**config.mk**
```make
export PLATFORM = sky130hd
export DESIGN_NAME = mips_mc_controller
export DESIGN_NICKNAME = d
export VERILOG_FILES = /design/src/rtl/mips_mc_pkg.sv /design/src/rtl/mc_aludec.sv /design/src/rtl/mips_mc_controller.sv
export SDC_FILE = /design/constraint.sdc
export NUM_CORES = 1
export LEC_CHECK = 0
export ABC_AREA = 0
export CAP_MARGIN = 0
export CELL_PAD_IN_SITES_DETAIL_PLACEMENT = 0
export CELL_PAD_IN_SITES_GLOBAL_PLACEMENT = 1
export CORE_AREA = 2 2 73 75
export CTS_CLUSTER_SIZE = 8
export DETAILED_ROUTE_END_ITERATION = 6
export DIE_AREA = 0 0 75 77
export DONT_BUFFER_PORTS = 1
export GPL_TIMING_DRIVEN = 1
export HOLD_SLACK_MARGIN = 0.08
export PLACE_DENSITY_LB_ADDON = 0.1
export SLEW_MARGIN = 0
export SYNTH_ARGS = -nofsm -noshare
export SYNTH_HDL_FRONTEND = slang
export SYNTH_SLANG_ARGS = --single-unit
```
**constraint.sdc**
```tcl
create_clock -name clk -period 1.8 [get_ports clk]
set_input_delay 0.09 -clock clk [delete_from_list [all_inputs] [get_ports clk]]
set_output_delay 0.09 -clock clk [all_outputs]
set_load 0.02 [all_outputs]
```
**src/rtl/mips_mc_pkg.sv**
```systemverilog
// Shared types and encodings for the multicycle MIPS main controller:
// state enum, opcode/funct values, mux select encodings and ALU function codes.
package mips_mc_pkg;

  typedef enum logic [3:0] {
    FETCH,
    DECODE,
    MEMADR,
    MEMRD,
    MEMWB,
    MEMWR,
    RTYPEEX,
    RTYPEWB,
    BEQEX,
    ADDIEX,
    ADDIWB,
    JEX
  } mc_state_t;

  localparam logic [5:0] OP_LW    = 6'b100011;
  localparam logic [5:0] OP_SW    = 6'b101011;
  localparam logic [5:0] OP_RTYPE = 6'b000000;
  localparam logic [5:0] OP_BEQ   = 6'b000100;
  localparam logic [5:0] OP_ADDI  = 6'b001000;
  localparam logic [5:0] OP_J     = 6'b000010;

  localparam logic [5:0] FN_ADD = 6'b100000;
  localparam logic [5:0] FN_SUB = 6'b100010;
  localparam logic [5:0] FN_AND = 6'b100100;
  localparam logic [5:0] FN_OR  = 6'b100101;
  localparam logic [5:0] FN_SLT = 6'b101010;

  localparam logic [1:0] ALUOP_ADD   = 2'b00;
  localparam logic [1:0] ALUOP_SUB   = 2'b01;
  localparam logic [1:0] ALUOP_FUNCT = 2'b10;

  localparam logic [1:0] SRCB_B     = 2'b00;
  localparam logic [1:0] SRCB_FOUR  = 2'b01;
  localparam logic [1:0] SRCB_IMM   = 2'b10;
  localparam logic [1:0] SRCB_IMMSH = 2'b11;

  localparam logic [1:0] PCSRC_ALU    = 2'b00;
  localparam logic [1:0] PCSRC_ALUOUT = 2'b01;
  localparam logic [1:0] PCSRC_JUMP   = 2'b10;

  localparam logic [2:0] ALU_AND = 3'b000;
  localparam logic [2:0] ALU_OR  = 3'b001;
  localparam logic [2:0] ALU_ADD = 3'b010;
  localparam logic [2:0] ALU_SUB = 3'b110;
  localparam logic [2:0] ALU_SLT = 3'b111;

  function automatic logic isSupportedOp(input logic [5:0] opcode);
    return (opcode == OP_LW) || (opcode == OP_SW) || (opcode == OP_RTYPE) ||
           (opcode == OP_BEQ) || (opcode == OP_ADDI) || (opcode == OP_J);
  endfunction

endpackage

```
**src/rtl/mc_aludec.sv**
```systemverilog
// ALU decoder: maps the controller's aluop and the instruction funct field
// onto the 3-bit ALU function code.
module mc_aludec
  import mips_mc_pkg::*;
(
  input  logic [1:0] i_aluop,
  input  logic [5:0] i_funct,
  output logic [2:0] o_alucontrol
);

  // aluop 11 is never produced by the FSM and falls back to add
  always_comb begin
    o_alucontrol = ALU_ADD;
    case (i_aluop)
      ALUOP_ADD: o_alucontrol = ALU_ADD;
      ALUOP_SUB: o_alucontrol = ALU_SUB;
      ALUOP_FUNCT: begin
        case (i_funct)
          FN_ADD:  o_alucontrol = ALU_ADD;
          FN_SUB:  o_alucontrol = ALU_SUB;
          FN_AND:  o_alucontrol = ALU_AND;
          FN_OR:   o_alucontrol = ALU_OR;
          FN_SLT:  o_alucontrol = ALU_SLT;
          default: o_alucontrol = ALU_ADD;
        endcase
      end
      default: o_alucontrol = ALU_ADD;
    endcase
  end

endmodule

```
**src/rtl/mips_mc_controller.sv**
```systemverilog
// Moore main controller for the multicycle MIPS: sequences each instruction
// through FETCH/DECODE/execute states and counts retired instructions.
module mips_mc_controller
  import mips_mc_pkg::*;
#(
  parameter int CNT_W = 32
) (
  input  logic             clk,
  input  logic             reset,
  input  logic [5:0]       op,
  input  logic [5:0]       funct,
  input  logic             zero,
  output logic             iord,
  output logic             memwrite,
  output logic             irwrite,
  output logic             regdst,
  output logic             memtoreg,
  output logic             regwrite,
  output logic             alusrca,
  output logic [1:0]       alusrcb,
  output logic [1:0]       pcsrc,
  output logic             pcen,
  output logic [2:0]       alucontrol,
  output logic             illegal_op,
  output logic [CNT_W-1:0] instret
);

  mc_state_t        r_state;
  mc_state_t        w_nextState;
  logic [CNT_W-1:0] r_instret;
  logic             w_pcwrite;
  logic             w_branch;
  logic [1:0]       w_aluop;
  logic             w_opLegal;
  logic             w_retire;

  assign w_opLegal = isSupportedOp(op);

  // Terminal states always return to FETCH, which is when an instruction retires
  assign w_retire = (r_state == MEMWB)   || (r_state == MEMWR)  ||
                    (r_state == RTYPEWB) || (r_state == ADDIWB) ||
                    (r_state == BEQEX)   || (r_state == JEX);

  always_ff @(posedge clk) begin
    if (reset) begin
      r_state <= FETCH;
    end else begin
      r_state <= w_nextState;
    end
  end

  always_comb begin
    w_nextState = FETCH;
    case (r_state)
      FETCH: w_nextState = DECODE;
      DECODE: begin
        case (op)
          OP_LW, OP_SW: w_nextState = MEMADR;
          OP_RTYPE:     w_nextState = RTYPEEX;
          OP_BEQ:       w_nextState = BEQEX;
          OP_ADDI:      w_nextState = ADDIEX;
          OP_J:         w_nextState = JEX;
          default:      w_nextState = FETCH;
        endcase
      end
      MEMADR:  w_nextState = (op == OP_SW) ? MEMWR : MEMRD;
      MEMRD:   w_nextState = MEMWB;
      RTYPEEX: w_nextState = RTYPEWB;
      ADDIEX:  w_nextState = ADDIWB;
      default: w_nextState = FETCH;
    endcase
  end

  // Reset overrides the decoded outputs so nothing is written while held
  always_comb begin
    iord       = 1'b0;
    memwrite   = 1'b0;
    irwrite    = 1'b0;
    regdst     = 1'b0;
    memtoreg   = 1'b0;
    regwrite   = 1'b0;
    alusrca    = 1'b0;
    alusrcb    = SRCB_B;
    pcsrc      = PCSRC_ALU;
    w_pcwrite  = 1'b0;
    w_branch   = 1'b0;
    w_aluop    = ALUOP_ADD;
    illegal_op = 1'b0;
    case (r_state)
      FETCH: begin
        irwrite   = 1'b1;
        w_pcwrite = 1'b1;
        alusrcb   = SRCB_FOUR;
      end
      DECODE: begin
        alusrcb    = SRCB_IMMSH;
        illegal_op = ~w_opLegal;
      end
      MEMADR, ADDIEX: begin
        alusrca = 1'b1;
        alusrcb = SRCB_IMM;
      end
      MEMRD: iord = 1'b1;
      MEMWB: begin
        memtoreg = 1'b1;
        regwrite = 1'b1;
      end
      MEMWR: begin
        iord     = 1'b1;
        memwrite = 1'b1;
      end
      RTYPEEX: begin
        alusrca = 1'b1;
        w_aluop = ALUOP_FUNCT;
      end
      RTYPEWB: begin
        regdst   = 1'b1;
        regwrite = 1'b1;
      end
      ADDIWB: regwrite = 1'b1;
      BEQEX: begin
        alusrca  = 1'b1;
        w_aluop  = ALUOP_SUB;
        pcsrc    = PCSRC_ALUOUT;
        w_branch = 1'b1;
      end
      JEX: begin
        pcsrc     = PCSRC_JUMP;
        w_pcwrite = 1'b1;
      end
      default: ;
    endcase
    if (reset) begin
      iord       = 1'b0;
      memwrite   = 1'b0;
      irwrite    = 1'b0;
      regdst     = 1'b0;
      memtoreg   = 1'b0;
      regwrite   = 1'b0;
      alusrca    = 1'b0;
      alusrcb    = SRCB_FOUR;
      pcsrc      = PCSRC_ALU;
      w_pcwrite  = 1'b0;
      w_branch   = 1'b0;
      w_aluop    = ALUOP_ADD;
      illegal_op = 1'b0;
    end
    pcen = w_pcwrite | (w_branch & zero);
  end

  always_ff @(posedge clk) begin
    if (reset) begin
      r_instret <= '0;
    end else if (w_retire) begin
      r_instret <= r_instret + CNT_W'(1);
    end
  end

  assign instret = r_instret;

  mc_aludec u_aludec (
    .i_aluop      (w_aluop),
    .i_funct      (funct),
    .o_alucontrol (alucontrol)
  );

endmodule

```
; ---- Word level (Yosys, flattened, before mapping)
; Index checks and enable logic that the tools add are counted.
[word_totals]
reg_bits = 36
output_inout_bits = 48
inputBits = 15
[classes]
n_addsub = 1
bitwise_logic = 3
n_reduce_logical = 18
n_eq_ne = 22
muxes = 31
[op_table]
columns = cell, count
row1 = "6-bit == test, second input constant", 6
row2 = "32-bit by 1-bit adder with 32-bit output, second input constant", 1
row3 = 4-bit one-hot mux with 6 select lines, 1
row4 = 1-bit 2-to-1 mux, 20
row5 = 4-bit one-hot mux with 5 select lines, 1
row6 = "4-bit by 3-bit == test with 1-bit output, second input constant", 4
row7 = "4-bit == test, second input constant", 4
row8 = 3-bit one-hot mux with 4 select lines, 1
row9 = 1-bit logical OR, 10
row10 = "4-bit by 2-bit == test with 1-bit output, second input constant", 2
row11 = 2-bit one-hot mux with 2 select lines, 2
row12 = 2-bit OR reduction, 4
row13 = "6-bit by 2-bit == test with 1-bit output, second input constant", 1
row14 = "6-bit by 3-bit == test with 1-bit output, second input constant", 1
row15 = "6-bit by 4-bit == test with 1-bit output, second input constant", 1
row16 = 6-bit zero test, 1
row17 = 2-bit 2-to-1 mux, 3
row18 = 2-bit one-hot mux with 3 select lines, 1
row19 = 3-bit one-hot mux with 2 select lines, 1
row20 = "4-bit by 1-bit == test with 1-bit output, second input constant", 1
row21 = 4-bit zero test, 1
row22 = 4-bit OR reduction, 1
row23 = 3-bit 2-to-1 mux, 1
row24 = 3-bit OR reduction, 1
row25 = 5 further kinds, 5

; ---- Logic depth before layout (Yosys ltp)
[logic_depth]
ltp_word = 9
ltp_mapped = 7
mapped_depth_nobuf = 6

; ---- By module
; Synthesis repeated with hierarchy kept, for this count alone.
[unflattened]
cells_unflattened = 275
hier_area_um2 = 2189.6
[by_module_without_submodules]
columns = mod, seq_area_each_um2, area_each_um2, n_inst, cells_per_inst
row1 = mips_mc_controller, 720.7, 2070.7, 1, 260
row2 = mc_aludec, 0.0, 118.9, 1, 15

; ---- Worst setup path before layout
; Ideal clock, no wire load.
[synth_timing]
path_type = reg-to-output
startpoint = reg r_state[0]
endpoint = out alucontrol[2]
required_time_ps = 1710
stages_incl_launch_ff = 7
slack_ps = -9
t_arrival_ps = 1719
path_buffers = 1
path_cell_list = dfxtp_1 -> clkbuf_1 -> or3_1 -> inv_1 -> ha_1 -> nand3b_1 -> o22ai_1
[synth_between]
elab_chain_len = 5
elab_cells_between_ends = 7
classes_between = eq/ne (4) / mux (3)
[synth_lines]
columns = item, line
row1 = start: declaration, mips_mc_controller.sv:28  ; mc_state_t r_state;
row2 = start signal: assignment, mips_mc_controller.sv:48  ; r_state <= w_nextState;
row3 = 4-bit == test / 4-bit by 3-bit == test with 1-bit output (equally long branches), mips_mc_controller.sv:89  ; case (r_state)
row4 = 2-bit one-hot mux with 2 select lines *, mips_mc_controller.sv:89
row5 = 2-bit 2-to-1 mux *, mips_mc_controller.sv:133  ; if (reset) begin
row6 = 2-bit == test / 2-bit by 1-bit == test with 1-bit output (equally long branches), mc_aludec.sv:14  ; case (i_aluop)
row7 = 3-bit one-hot mux with 2 select lines *, mc_aludec.sv:14
row8 = end: declaration, mips_mc_controller.sv:23  ; output logic [2:0] alucontrol,
; Mark *: on every way between the ends. The rest lies on a longest branch, timed or not.

; ---- Worst setup path after layout
[layout_timing]
startpoint = reg r_state[0]
endpoint = out alucontrol[0]
; Same word-level chain as after synthesis.

==> reports/qor.log <==
INFO  finish         number_of_nets_in_the_final_layout=355
INFO  pwr            power.ir.vdd_worst=0.456mV
INFO  global_route   globalRouteTotalUtil=19.3%
INFO  clocking       clk-insertion-delay-late=280ps
INFO  pwr            pwr-share-comb=8.8%
INFO  floorplan      design.core.area=4980squm
INFO  sta            fin_ws=-144ps
INFO  clocking       clk_pin_slew_worst_paths=60ps
INFO  pwr            power.density=498nW/um^2
INFO  route          detail_route.vias_per_cell=5.33
INFO  floorplan      core.rowCount=26
INFO  status         outcome=finished with violations
INFO  route          avgRoutedWirePerCell=13.9um
INFO  sta            worst_clock_skew=7.00ps
INFO  placed_design  hpwl=3970um
INFO  synthesis      yosys_most_used_dff=sky130_fd_sc_hd__dfxtp_1
INFO  pwr            power.switching_fraction=23.3%
INFO  hold_path      classification_of_the_worst_slack_hold_path=input pin to flip-flop
INFO  pwr            switchingPower=341uW
INFO  global_route   number_of_antenna_violations_at_the_first_check_in_global_routing=0
INFO  synthesis      postSynthCellCount=266
INFO  route          drt_wl_total=5650um
INFO  clocking       clkSinkCount=36
INFO  pwr            leakage_power=1.07nW
INFO  synthesis      synth_async_sr_flop_share=0%
INFO  synthesis      syn-cell-area=2060squm
INFO  sta            min_period_over_period=108%
INFO  worst_setup_path worst_ep_arrival_time=1850ps
INFO  sta            worst_slew_pin_slew=394ps
INFO  worst_setup_path endpoint_kind=output port
INFO  synthesis      synth_edf_count=0
INFO  sta            slew_headroom=73.7%
INFO  floorplan      initial_utilization=41.5%
INFO  placed_design  place_congestion=0.810
INFO  synthesis      ys_seq_area_share=34.9%
INFO  route          detail_route.first_pass.iterations=4
INFO  placed_design  place_ws=20.0ps
INFO  worst_setup_path critPathKind=flip-flop to output port
INFO  synthesis      synth.net_count=284
INFO  finish         flow.area_growth_from_synthesis=42.1%
INFO  finish         diodes=0
INFO  pwr            clock_share_of_power=36.2%
INFO  global_route   number_of_global_route_vias_before_repair=1,987
INFO  global_route   grt_remaining_overflow=0
INFO  synthesis      yosysUniqueCellTypes=44
INFO  clocking       cts-htree-levels=2
INFO  sta            report.final.slew_viol_count=0
INFO  worst_setup_path crit_path_start_kind=flip-flop
INFO  synthesis      ys_warn_count=0
INFO  sta            final-hold-violation-count=0
INFO  pwr            internal-power=1.12mW
INFO  pwr            power=1.46mW
INFO  route          drtAntennaViolNets=0
INFO  clocking       cts_made_buffers=5
INFO  route          dr.first_iter.drc_count=116
INFO  finish         drive_above_1_share=33.5%
INFO  placed_design  placement.io_buffers=0
INFO  clocking       cts_root_buf=sky130_fd_sc_hd__clkbuf_8
INFO  job            maximum_capacitance_violations=0
INFO  global_route   grt_first_pass_wirelength=9000um
INFO  worst_setup_path required=1710ps
INFO  sta            setup_viol=3
INFO  synthesis      syn_avg_cell_area=7.76squm
INFO  synthesis      yosys_register_bits=36
INFO  route          route.vias.total=2,168
INFO  worst_setup_path worstPathCellList=buf_4, nor2_1, nand3_2, ha_4, nand3b_1, nor2_1, buf_4
INFO  worst_setup_path crit_path_max_incr_delay=370ps
INFO  sta            fin_hold_ws=98.6ps
INFO  sta            clock.fmax=0.514GHz
INFO  global_route   grt_start_max_net_pins=35
INFO  sta            setup_repair_after_global_routing_missed_its_margin=yes
INFO  clocking       cts_max_path_bufs=2
INFO  floorplan      die_y=77um
INFO  sta            period_needed=1940ps
INFO  pwr            power_frac_seq=55.0%
INFO  worst_setup_path critPathSlowestCell=sky130_fd_sc_hd__dfxtp_1
INFO  clocking       tritoncts=yes
INFO  floorplan      io_pins=63
INFO  floorplan      fp.dieW=75um
INFO  route          drt_drc_violations_left=0
INFO  status         failed_checks=negative setup slack
INFO  worst_setup_path critical_path_peak_fanout=8
INFO  floorplan      die_area=5780squm
[cells in the mapped netlist (2+ instances only)]
| cell | count | share of area [%] |
|---|---|---|
| sky130_fd_sc_hd__nand3_1 | 14 | 3.4 |
| sky130_fd_sc_hd__or4_1 | 7 | 2.5 |
| sky130_fd_sc_hd__and2_1 | 2 | 0.61 |
| sky130_fd_sc_hd__a21oi_1 | 19 | 4.6 |
| sky130_fd_sc_hd__a31oi_1 | 3 | 0.91 |
| sky130_fd_sc_hd__xnor2_1 | 8 | 3.4 |
| sky130_fd_sc_hd__and4_1 | 2 | 0.85 |
| sky130_fd_sc_hd__nand2b_1 | 5 | 1.5 |
| sky130_fd_sc_hd__nor2b_1 | 6 | 1.8 |
| sky130_fd_sc_hd__nor3_1 | 7 | 1.7 |
| sky130_fd_sc_hd__clkbuf_1 | 9 | 1.6 |
| sky130_fd_sc_hd__dfxtp_1 | 36 | 35 |
| sky130_fd_sc_hd__nand4_1 | 12 | 3.6 |
| sky130_fd_sc_hd__buf_2 | 4 | 0.97 |
| sky130_fd_sc_hd__o22ai_1 | 2 | 0.61 |
| sky130_fd_sc_hd__nor2_1 | 28 | 5.1 |
| sky130_fd_sc_hd__inv_1 | 7 | 1.3 |
| sky130_fd_sc_hd__nor4_1 | 8 | 2.4 |
| sky130_fd_sc_hd__and3_1 | 6 | 1.8 |
| sky130_fd_sc_hd__nand2_1 | 21 | 3.8 |
| sky130_fd_sc_hd__o21ai_0 | 12 | 2.9 |
| sky130_fd_sc_hd__or3_1 | 9 | 2.7 |
| sky130_fd_sc_hd__xor2_1 | 10 | 4.2 |
| sky130_fd_sc_hd__ha_1 | 3 | 1.8 |
| sky130_fd_sc_hd__o31ai_1 | 7 | 2.5 |
[registers in the layout, summed over array words and instances, names as in the netlist]
register / flops
r_state: 4
instret: 32
[critical path: cells and delay by family (launching register included)]
kind	cells	cell delay (ps)
simple gates	4	630
buf+inv	2	340
fa+ha+maj	1	240
flops	1	370
[per-stage QoR]
step | instance area, sq um | utilization (%) | setup TNS, ps | instances
6_report | 2930 | 58.9 | -253 | 407
5_1_grt | 2930 | 58.9 | -895 | 407
4_1_cts | 2790 | 56.0 | -240 | 400
3_5_place_dp | 2550 | 51.3 | 0 | 383
3_3_place_gp | 2550 | 51.3 | 0 | 383
2_1_floorplan | 2070 | - | 0 | 266
[power by group through the flow]
stage	combinational, mW	clock (mW)	sequential, mW
final	0.129	0.530	0.804
after global routing	0.141	0.584	0.804
after detailed placement	0.0955	0	0.821
after global placement	0.0950	0	0.821
after floorplan	0.0764	0	0.820
after CTS	0.124	0.542	0.803
[metal layers]
| metal | GRT usage, % | part of all wire [%] |
|---|---|---|
| met4 | 3.75 | 0.48 |
| met2 | 30.2 | 48 |
| met3 | 4.86 | 4.3 |
| met1 | 26.9 | 47 |
| met5 | 0 | 0 |
[what timing repair did]
item | 4_1_cts | 5_1_grt
hold buffers | 6 | 1
setup endpoints to repair | 3 | 22
endpoints found under the hold margin | 35 | 1
setup buffers | 4 | 5
cloned | 0 | 2
pin swaps | 3 | 18
gates resized for setup | 12 | 22
[final timing paths]
| kind | from | end | slack [ps] | cells past startpoint |
|---|---|---|---|---|
| worst min-delay path | op[4] | r_state[3] | 100 | 2 |
| worst min register to register | instret[1] | instret[1] | 490 | 2 |
| worst max register to register | r_state[1] | instret[27] | 10 | 7 |
| worst max-delay path | r_state[0] | alucontrol[0] | -140 | 7 |
[cells by family (layout without fill, tap and decap cells)]
kind of cell	after synthesis	in the layout	share of synthesized area (%)
buf+inv	21	91	4.06
fa+ha+maj	3	3	1.82
compound gates	52	52	15.8
xor+xnor	18	18	7.64
simple gates	136	137	35.8
flops	36	36	34.9
[cell usage in the layout (no fill, tap or decap), drive strengths merged, types with 8 or more instances in the layout]
master   n
inv      8
nand2   21
nand3   16
o21ai   12
a21oi   19
nor2    29
buf     71
xnor2    8
xor2    10
dfxtp   36
or3      9
nand4   13
nor4     8
[layout make-up]
type / instances / area [sq um]
Clock buffer: 6 / 72.6
Fill cell: 485 / 2040
Sequential cell: 36 / 724
Tap cell: 70 / 87.6
Inverter: 8 / 32.5
Timing Repair Buffer: 76 / 604
Clock inverter: 1 / 5.00
Multi-Input combinational cell: 210 / 1410
Note: power is estimated with default switching activity, not from simulation.
